[src/rtl/adc_conv_sequencer.sv]
// ADC conversion sequencer: issues start/read strobes to an external ADC, assembles
// the 8-bit result from two nibble reads and emits 2^AVG_LOG2-sample averages.
module adc_conv_sequencer #(
    parameter int unsigned WR_CYCLES  = 4,
    parameter int unsigned RD_CYCLES  = 2,
    parameter int unsigned TIMEOUT    = 255,
    parameter int unsigned GAP_CYCLES = 16,
    parameter int unsigned AVG_LOG2   = 2
) (
    input  logic       clk,
    input  logic       rst,
    input  logic       enable,
    input  logic       adc_int,
    input  logic [3:0] adc_data,
    output logic       adc_wr_n,
    output logic       adc_rd_n,
    output logic       nib_sel,
    output logic [7:0] sample,
    output logic       sample_valid,
    output logic       timeout_err,
    output logic       busy
);

    localparam int unsigned ACC_W = 8 + AVG_LOG2;
    localparam int unsigned CNT_W = (AVG_LOG2 == 0) ? 1 : AVG_LOG2;

    localparam logic [7:0]       WR_LAST  = 8'(WR_CYCLES - 1);
    localparam logic [7:0]       RD_LAST  = 8'(RD_CYCLES - 1);
    localparam logic [7:0]       TO_LAST  = 8'(TIMEOUT - 1);
    localparam logic [7:0]       GAP_LAST = 8'(GAP_CYCLES - 1);
    localparam logic [CNT_W-1:0] CNT_LAST = CNT_W'((1 << AVG_LOG2) - 1);

    typedef enum logic [2:0] {
        S_IDLE,
        S_WR,
        S_WAIT,
        S_RD_HI,
        S_RD_LO,
        S_ACC,
        S_GAP
    } state_t;

    state_t           state;
    logic [7:0]       cyc;
    logic [ACC_W-1:0] acc;
    logic [ACC_W-1:0] acc_sum;
    logic [CNT_W-1:0] cnt;
    logic [3:0]       hi;
    logic [3:0]       lo;
    logic             int_m;
    logic             int_s;

    // adc_int is asynchronous to clk; idle level of the synchronizer is 1
    always_ff @(posedge clk or posedge rst) begin
        if (rst) begin
            int_m <= 1'b1;
            int_s <= 1'b1;
        end else begin
            int_m <= adc_int;
            int_s <= int_m;
        end
    end

    // Accumulator is AVG_LOG2 bits wider than a sample, so the sum never wraps
    assign acc_sum = acc + ACC_W'({hi, lo});

    always_ff @(posedge clk or posedge rst) begin
        if (rst) begin
            state        <= S_IDLE;
            cyc          <= '0;
            acc          <= '0;
            cnt          <= '0;
            hi           <= '0;
            lo           <= '0;
            adc_wr_n     <= 1'b1;
            adc_rd_n     <= 1'b1;
            nib_sel      <= 1'b1;
            sample       <= '0;
            sample_valid <= 1'b0;
            timeout_err  <= 1'b0;
            busy         <= 1'b0;
        end else begin
            sample_valid <= 1'b0;
            case (state)
                S_IDLE: begin
                    cyc <= '0;
                    if (enable) begin
                        state    <= S_WR;
                        adc_wr_n <= 1'b0;
                        busy     <= 1'b1;
                    end
                end
                S_WR: begin
                    if (cyc == WR_LAST) begin
                        state    <= S_WAIT;
                        adc_wr_n <= 1'b1;
                        cyc      <= '0;
                    end else begin
                        cyc <= cyc + 8'd1;
                    end
                end
                S_WAIT: begin
                    if (!int_s) begin
                        state    <= S_RD_HI;
                        adc_rd_n <= 1'b0;
                        nib_sel  <= 1'b1;
                        cyc      <= '0;
                    end else if (cyc == TO_LAST) begin
                        // Hung converter: keep the partial average and retry after GAP
                        timeout_err <= 1'b1;
                        state       <= S_GAP;
                        cyc         <= '0;
                    end else begin
                        cyc <= cyc + 8'd1;
                    end
                end
                S_RD_HI: begin
                    if (cyc == RD_LAST) begin
                        hi      <= adc_data;
                        nib_sel <= 1'b0;
                        state   <= S_RD_LO;
                        cyc     <= '0;
                    end else begin
                        cyc <= cyc + 8'd1;
                    end
                end
                S_RD_LO: begin
                    if (cyc == RD_LAST) begin
                        lo       <= adc_data;
                        adc_rd_n <= 1'b1;
                        nib_sel  <= 1'b1;
                        state    <= S_ACC;
                        cyc      <= '0;
                    end else begin
                        cyc <= cyc + 8'd1;
                    end
                end
                S_ACC: begin
                    state <= S_GAP;
                    cyc   <= '0;
                    if (cnt == CNT_LAST) begin
                        cnt          <= '0;
                        acc          <= '0;
                        sample       <= 8'(acc_sum >> AVG_LOG2);
                        sample_valid <= 1'b1;
                    end else begin
                        cnt <= cnt + CNT_W'(1);
                        acc <= acc_sum;
                    end
                end
                S_GAP: begin
                    if (cyc == GAP_LAST) begin
                        cyc <= '0;
                        if (enable) begin
                            state    <= S_WR;
                            adc_wr_n <= 1'b0;
                        end else begin
                            // A partial average does not survive a return to IDLE
                            state <= S_IDLE;
                            busy  <= 1'b0;
                            acc   <= '0;
                            cnt   <= '0;
                        end
                    end else begin
                        cyc <= cyc + 8'd1;
                    end
                end
                default: begin
                    state    <= S_IDLE;
                    adc_wr_n <= 1'b1;
                    adc_rd_n <= 1'b1;
                    nib_sel  <= 1'b1;
                    busy     <= 1'b0;
                    cyc      <= '0;
                end
            endcase
        end
    end

endmodule

[config.mk]
export PLATFORM = sky130hd
export DESIGN_NAME = adc_conv_sequencer
export DESIGN_NICKNAME = d
export VERILOG_FILES = /design/src/rtl/adc_conv_sequencer.sv
export SDC_FILE = /design/constraint.sdc
export NUM_CORES = 1
export LEC_CHECK = 0
export CELL_PAD_IN_SITES_DETAIL_PLACEMENT = 0
export CELL_PAD_IN_SITES_GLOBAL_PLACEMENT = 1
export CORE_ASPECT_RATIO = 1.1
export CORE_MARGIN = 2
export CORE_UTILIZATION = 30
export DETAILED_ROUTE_END_ITERATION = 7
export GPL_ROUTABILITY_DRIVEN = 0
export GPL_TIMING_DRIVEN = 0
export PLACE_DENSITY = 0.54
export SLEW_MARGIN = 30
export SYNTH_ARGS = -nofsm -noshare
export SYNTH_HDL_FRONTEND = slang
export SYNTH_SLANG_ARGS = --single-unit
[constraint.sdc]
create_clock -name clk -period 4.3 [get_ports clk]
set_input_delay 0.86 -clock clk [delete_from_list [all_inputs] [get_ports clk]]
set_output_delay 0.86 -clock clk [all_outputs]
set_load 0.05 [all_outputs]
# Yosys cells after proc, flatten, opt, wreduce, memory -nomap -nowiden

Cells that the tools add are included.

Register bits after elaboration: 47
Bits of input ports: 8
Output and inout bits: 14
Word-level logic and storage cells: 97

Add/sub/neg operators: 3
Equality and inequality tests: 19
Mux-type cells: 39
Bitwise logic cells: 4
Reductions and logical operators: 17

Operators by type and width:

| operator              | count |
|---|---|
| $mux W8               | 5 |
| $pmux W8 S4           | 1 |
| $mux W10              | 3 |
| $mux W3               | 7 |
| $pmux W3 S7           | 1 |
| $pmux W10 S2          | 1 |
| $ne A2 B2 Y1 const B  | 7 |
| $mux W1               | 13 |
| $reduce_and A3 Y1     | 4 |
| $add A10 B8 Y10       | 1 |
| $reduce_or A5 Y1      | 2 |
| $eq A3 B3 Y1 const B  | 3 |
| $add A8 B1 Y8 const B | 1 |
| $eq A8 B1 Y1 const B  | 1 |
| $eq A8 B2 Y1 const B  | 1 |
| $eq A8 B4 Y1 const B  | 1 |
| $eq A8 B8 Y1 const B  | 1 |
| $pmux W1 S4           | 2 |
| $reduce_and A4 Y1     | 2 |
| $reduce_or A4 Y1      | 2 |
| $eq A3 B2 Y1 const B  | 2 |
| $mux W2               | 3 |
| $pmux W1 S3           | 2 |
| $reduce_and A2 Y1     | 3 |
| other kinds (10)      | 13 |

# Depth between registers and ports, before layout

Gate-level depths: netlist of run 1.

Depth after elaboration: 4
Depth in mapped cells: 8
Depth with buffers taken out: 7

# Least setup slack after synthesis of run 1

OpenSTA, ideal clock, no wires.

Kind: register to register
From: reg acc[0]
To: reg sample[4]
Library setup time: 125 ps
Arrival: 1779 ps
Required time: 4175 ps
Setup slack: 2396 ps
Stages on the path, launching flop included: 7
Buffers on the path: 0
Period minus slack after synthesis: 1904 ps
Cells stage by stage: dfrtp_1 ha_1 fa_1 a211oi_1 o21ai_0 xor2_1 mux2_2

Word-level cells in the longest chain between the ends: 1

RTL lines:

| what                     | line | source |
|---|---|---|
| start: declaration       | 45   | `logic [ACC_W-1:0] acc;` |
| start signal: assignment | 148  | `acc <= acc_sum;` |
| $add A10 B8 Y10          | 65   | `assign acc_sum = acc + ACC_W'({hi, lo});` |
| end signal: assignment   | 144  | `sample <= 8'(acc_sum >> AVG_LOG2);` |
| end: declaration         | 18   | `output logic [7:0] sample,` |

No other way between the ends.
A chain may end at the register's enable or synchronous reset.

# Final worst setup path of run 1

From: reg nib_sel
To: out nib_sel

RTL lines:

| what                     | line | source |
|---|---|---|
| start: declaration       | 17   | `output logic nib_sel,` |
| start signal: assignment | 77   | `nib_sel <= 1'b1;` |
| start signal: assignment | 106  | `nib_sel <= 1'b1;` |
| start signal: assignment | 120  | `nib_sel <= 1'b0;` |

No word-level cell between the ends.

==> results.md, run 1 <==
- Reg clk slew, reported paths: 0.08 ns
- Crit path DAT: about 1.6 ns
- PostCTS Resize Cnt: 0
- Die width: ~90 um
- Syn nets: ~270
- FF+latch count, synth: 47
- Max FO, Critical Path: 3
- Largest cells by area after synthesis: dfrtp_1 (41%), ha_1 (5.8%), dfstp_2 (5.1%)
- Startpoint Class: register
- Largest net degree at the start of global routing: 48
- Post-synthesis sequential area ratio: between 40% and 50%
- WS Path Type: reg -> out
- Slowest stage delay, CP: ~0.80 ns
- CTS Buf Count: 5
- Mapped Cells: roughly 250
- Worst-margin pin slew: between 0.7 and 0.8 ns
- Final core utilization: 36.0%
- Nets: 296
- Post-synth top cells: dfrtp_1 (42), nor2_1 (28), nand2_1 (16), o21ai_0 (16)
- PwrDens: ~760 nW/um^2
- Multi-input logic area: about 1300 um^2
- Slew Limit Fails: 0
- Top FF cell, synth: dfrtp_1
- Crit-path leading delay family: buffers and inverters
- Fin crit share: 58.0%
- H-tree lvl count: 2
- Critical-path top delay cell: clkdlybuf4s50_1
- Leak: ~1.3 nW
- Initial drt markers: between 70 and 80
- Reg area: approximately 1200 um^2
- Synth Area per Inst: between 10 and 15 um^2
- Number of antenna violations at the first check in global routing: 0
- Number of vias after detailed routing: between 1,500 and 2,000
- Drt total wl: approximately 5.7 mm
- Drt pass-1 iters: 4
- Max_slew headroom: between 40% and 50%
- Layout fillers: around 870
- Share of flip-flops with an asynchronous set or reset: 100%
- Status: complete, no violations
- Buf/Inv on CP: 1
- Post-synth top area cell: dfrtp_1
- # setup viols final: 0
- Clk root buf: clkbuf_8
- Min-delay worst type: reg -> reg
- Post-DP HPWL: between 4 and 5 mm
- Synth warn: 0
- MaxCap Viol Count: 0
- GRT Util Overall: 13.2%
- Die area: 9340 um^2
- Post-DR vias/cell: around 4.8
- Worst-case clock buffer depth: 2
- PortBufs: 21
- RSZ-0062 raised after global routing: false
- Clock skew: ~0.0098 ns
- Final Hold Fails: 0
- Die height: around 100 um
- Post-CTS setup buffer count: 0
- Share of cells above drive strength 1: about 15%
- Ant diodes: 0
- CTS tree: done
- Final ANT Viol Nets: 0
- TritonCTS Sinks: 47
- Worst EP required: 3.44 ns
- CTS Hold Buffers Added: 0
- Ports: 22
- Total gr overflow: 0
- First-pass GRT wire length: about 9.5 mm
- Worst path cell trace: clkdlybuf4s50_1
- Mapped cell area: 2570 um^2
- Setup TNS: 0 ns
- Wire per inst: 14.7 um
- Vias in the first global route: between 1,500 and 2,000
- Netlist cell types: 54
- Area delta synth->final: 16.8%
- Initial Util: 30.8%
- Most frequent cell after synthesis: dfrtp_1
- # DRC: 0
- Fmax: 0.401 GHz
- Placeable Area: 8360 um^2
- Worst setup EP type: primary output
- Crit path time final: 2.49 ns
- FP Rows: 35
- Max IR drop VDD: 0.316 mV
- Post-synth EDFFs: 0
- Yosys top cell area share: 40.8%
- Latest clock arrival within the worst-skew pair: approximately 0.3 ns
==> cells in the final DEF, fill, tap and decap left out, types with 5 or more instances in the layout <==
cell type        synthesis  final
dfstp_2                  5      5
a22o_1                   8      8
mux2_2                   7      7
inv_1                   10      9
nand3_1                  8      8
nand2b_1                 5      5
nand2_1                 16     16
clkdlybuf4s50_1          0     21
dfrtp_1                 42     42
ha_1                    12     12
o21ai_0                 16     16
clkbuf_8                 0      5
nor2_1                  28     28
xnor2_1                  8      8
a21oi_1                 12     12
==> power breakdown <==
part / switching, W / internal [W] / total [W]
clock: 0.000146 / 0.000115 / 0.000261
sequential: 0.000104 / 0.000609 / 0.000713
combinational: 0.000768 / 0.000536 / 0.00130
==> layer usage <==
layer  vias up  part of all wire (%)  global-route usage (%)
li1        933                     -                       -
met1       889                    45                    15.8
met2        17                    52                    23.8
met3         5                   1.8                    2.90
met4         0                   1.3                    4.02
met5         -                     0                       0
==> cell type report <==
cell class	count	area share [%]
Multi-Input combinational cell	182	43.3
Inverter	11	1.46
Clock buffer	7	2.54
Timing Repair Buffer	21	6.99
Buffer	7	1.66
Tap cell	111	4.62
Clock inverter	1	0.166
Sequential cell	47	39.3
==> per-stage QoR <==
step                      hold slack [ns]  power, W  area (um^2)  setup slack (ns)  instances
after floorplan                     0.345   0.00170         2570              2.33        247
after global placement              0.346   0.00204         2920              1.24        379
after detailed placement            0.347   0.00204         2930              2.02        379
after CTS                           0.360   0.00232         3010              1.78        387
after global routing                0.363   0.00249         3010              1.75        387
final                               0.358   0.00228         3010              1.81        387
==> final timing paths <==
kind	startpoint	to	slack, ns	cells past startpoint
setup / recovery	nib_sel	nib_sel	1.81	1
hold / removal	int_m	int_s	0.36	0
setup reg to reg	acc[0]	sample[4]	2.24	6
hold reg to reg	int_m	int_s	0.36	0
max in group asynchronous	rst	cnt[1]	2.91	2
min in group asynchronous	rst	lo[0]	0.99	2
==> logic make-up after synthesis <==
logic type,after synthesis,synth area share [%]
simple gates,80,16.2
compound gates,64,17.4
flops,47,45.9
buf+inv,18,3.55
mux,13,6.22
fa+ha+maj,13,6.61
xor+xnor,12,4.08
==> sequential cells by signal, summed over array words and instances, names as in the netlist <==
register / count
acc: 10
adc_rd_n: 1
adc_wr_n: 1
busy: 1
cnt: 2
cyc: 8
hi: 4
int_m: 1
int_s: 1
lo: 4
nib_sel: 1
sample: 8
sample_valid: 1
state: 3
timeout_err: 1
Power figures use the tool's default switching activity.
==> inputs of run 2 (changes only) <==
--- a/config.mk
+++ b/config.mk
@@ -13,7 +13,7 @@
 export DETAILED_ROUTE_END_ITERATION = 7
 export GPL_ROUTABILITY_DRIVEN = 0
 export GPL_TIMING_DRIVEN = 0
-export PLACE_DENSITY = 0.54
+export PLACE_DENSITY = 0.56
 export SLEW_MARGIN = 30
 export SYNTH_ARGS = -nofsm -noshare
 export SYNTH_HDL_FRONTEND = slang
==> constraint.sdc (replaced) <==
create_clock -name clk -period 2.13 [get_ports clk]
set_input_delay 0.426 -clock clk [delete_from_list [all_inputs] [get_ports clk]]
set_output_delay 0.426 -clock clk [all_outputs]
set_load 0.05 [all_outputs]
==> results.md, run 2 (synthesis gave the netlist of run 1 again) <==
- CP Launch Point: adc_rd_n
- FP Rows: 35 (unchanged)
- Crit path time final: 2.07 ns
- Setup TNS: 0 ns (unchanged)
- FF-to-FF Start: acc[0]
- Switching share of power: 43.4% (-1.3 points)
- Area delta synth->final: 17.9%
- Final Hold Fails: 0 (unchanged)
- Number of vias after detailed routing: 1,858 (+0.76%)
- Drt total wl: 5.67 mm (-0.60%)
- Reg clk slew, reported paths: 0.08 ns (about the same)
- Reg area: 1180 um^2 (unchanged)
- Crit-path leading delay family: buffers and inverters
- Largest regs: acc: 10 flops, cyc: 8 flops, sample: 8 flops
- CTS tree: done
- PortBufs: 21 (unchanged)
- R2r worst-path depth: 6 (unchanged)
- Status: complete, no violations
- Worst path cell trace: clkdlybuf4s50_1
- P_int: 0.00266 W (+110%)
- Share of power burned in registers: 30.6% (-0.7 points)
- Worst-margin pin slew: 0.763 ns (-0.0132 ns)
- Critical path depth: 1 (unchanged)
- Multi-input logic area: 1310 um^2 (+0.58%)
- Max FO, Critical Path: 3 (unchanged)
- Die height: 101 um (unchanged)
- RSZ-0062 raised after global routing: false
- Clk root buf: clkbuf_8
- Slowest stage delay, CP: 0.80 ns (about the same)
- H-tree lvl count: 2 (unchanged)
- MaxCap Viol Count: 0 (unchanged)
- Clock power share: 13.5% (+2.0 points)
- Fin crit share: approximately 97%
- Max_slew headroom: 48.9% (+0.88 points)
- Critical-path top delay cell: clkdlybuf4s50_1
- Initial Util: 30.8% (unchanged)
- Final instance area: 3040 um^2 (+0.96%)
- Total gr overflow: 0 (unchanged)
- Largest net degree at the start of global routing: 48 (unchanged)
- Die width: 92.3 um (unchanged)
- Worst setup EP type: primary output
- Flop2flop setup slack: 0.12 ns (-2.12 ns)
- Most frequent cells in the layout: dfrtp_1 (42), nor2_1 (28), clkdlybuf4s50_1 (21), o21ai_0 (16), nand2_1 (16)
- Nets: 296 (unchanged)
- Final WS setup: 0.0635 ns (-1.74 ns)
- Ports: 22 (unchanged)
- Drt pass-1 iters: 4 (unchanged)
- FF-to-FF End: sample[4]
- Crit path DAT: 1.64 ns (about the same)
- Startpoint Class: register
- # setup viols final: 0 (unchanged)
- Post-DP HPWL: 4.12 mm (about the same)
- Fmax: slightly below 0.5 GHz
- Clock skew: 0.00847 ns (-0.00137 ns)
- Post-DR vias/cell: 4.81 (+1.0%)
- First-pass GRT wire length: 9.52 mm (+0.15%)
- Share of cells above drive strength 1: 16.0% (+0.78 points)
- Worst EP required: 1.70 ns (-1.74 ns)
- Buf/Inv on CP: 1 (unchanged)
- Met2 routed wirelength: 2.87 mm (-2.7%)
- GRT Util Overall: 12.9% (-0.31 points)
- Latest clock arrival within the worst-skew pair: 0.30 ns (about the same)
- Area post-placement: 2930 um^2 (unchanged)
- Comb power frac: 55.9% (-1.3 points)
- # DRC: 0 (unchanged)
- Wire per inst: 14.7 um (-0.34%)
- Vias in the first global route: 1,876 (+0.86%)
- WS Path Type: reg -> out
- Leak: 1.30 nW (+0.60%)
- Max FFs per register: 10 (unchanged)
- Worst slack, placed: 0.0664 ns (-1.96 ns)
- Max IR drop VDD: 0.517 mV (+64%)
- Number of antenna violations at the first check in global routing: 0 (unchanged)
- Placeable Area: 8360 um^2 (unchanged)
- CTS Buf Count: 5 (unchanged)
- TritonCTS Sinks: 47 (unchanged)
- Initial drt markers: 47 (-36%)
- Commonest non-fill, non-tap cell in the layout: dfrtp_1
- Met1 Wirelength: 2.60 mm (+1.2%)
- Max layer used: met4
- CP Capture Point: adc_rd_n
- Min-delay worst type: reg -> reg
- Final ANT Viol Nets: 0 (unchanged)
- Slew Limit Fails: 0 (unchanged)
- Met3 WL: 124 um (+22%)
- Switching power: 0.00204 W (+100%)
- Ant diodes: 0 (unchanged)
- Post-CTS setup buffer count: 0 (unchanged)
- Most flop-heavy register: acc
- PwrDens: 1550 nW/um^2 (+100%)
- Die area: 9340 um^2 (unchanged)
- Layout fillers: 878 (+1.0%)
- Worst-case clock buffer depth: 2 (unchanged)
-- run 2: cell types whose count changed in the layout (fill, tap and decap cells not counted) --
cell       before  now
ha_1           12   11
a211oi_1        2    1
clkbuf_1        4    3
clkinv_2        1    0
bufinv_16       0    1
a211oi_2        1    2
ha_2            0    1
-- run 2: metal layers --
layer | up-vias | track usage (%)
met2 | 25 | 21.7
met4 | 0 | 3.79
li1 | 936 | -
met1 | 892 | 16.8
met3 | 5 | 2.68
met5 | - | 0
-- run 2: power groups by stage --
stage	Combinational [W]	Sequential, W	Clock, W
final	0.00263	0.00144	0.000638
after global routing	0.00292	0.00149	0.000698
after CTS	0.00266	0.00144	0.000665
after detailed placement	0.00265	0.00146	0
after global placement	0.00265	0.00146	0
after floorplan	0.00170	0.00174	0
-- run 2: timing repair --
item,4_1_cts,5_1_grt
hold buffers,0,0
gates resized for setup,0,2
endpoints found under the hold margin,0,0
endpoints found under the setup margin,0,10
-- run 2: worst min path at each step --
stage,end,startpoint,cells after the start
3_5_place_dp,int_s,int_m,0
3_3_place_gp,int_s,int_m,0
5_1_grt,int_s,int_m,0
2_1_floorplan,int_s,int_m,0
6_report,int_s,int_m,0
4_1_cts,int_s,int_m,0
-- run 2: metrics by stage --
step                      utilization, %  total power (W)  hold slack, ns  std cells
after floorplan                        -          0.00344           0.345        247
after global placement              35.0          0.00410           0.346        379
after detailed placement            35.0          0.00411           0.349        379
after CTS                           36.2          0.00477           0.361        386
after global routing                36.3          0.00511           0.362        386
final                               36.3          0.00471           0.358        386
-- run 2: area by class of cell --
cell class	count	share of cell area, %
Buffer	7	1.65
Tap cell	111	4.57
Sequential cell	47	38.9
Inverter	11	1.44
Timing Repair Buffer	21	6.92
Clock buffer	6	2.39
Multi-Input combinational cell	182	43.1
Clock inverter	1	0.989
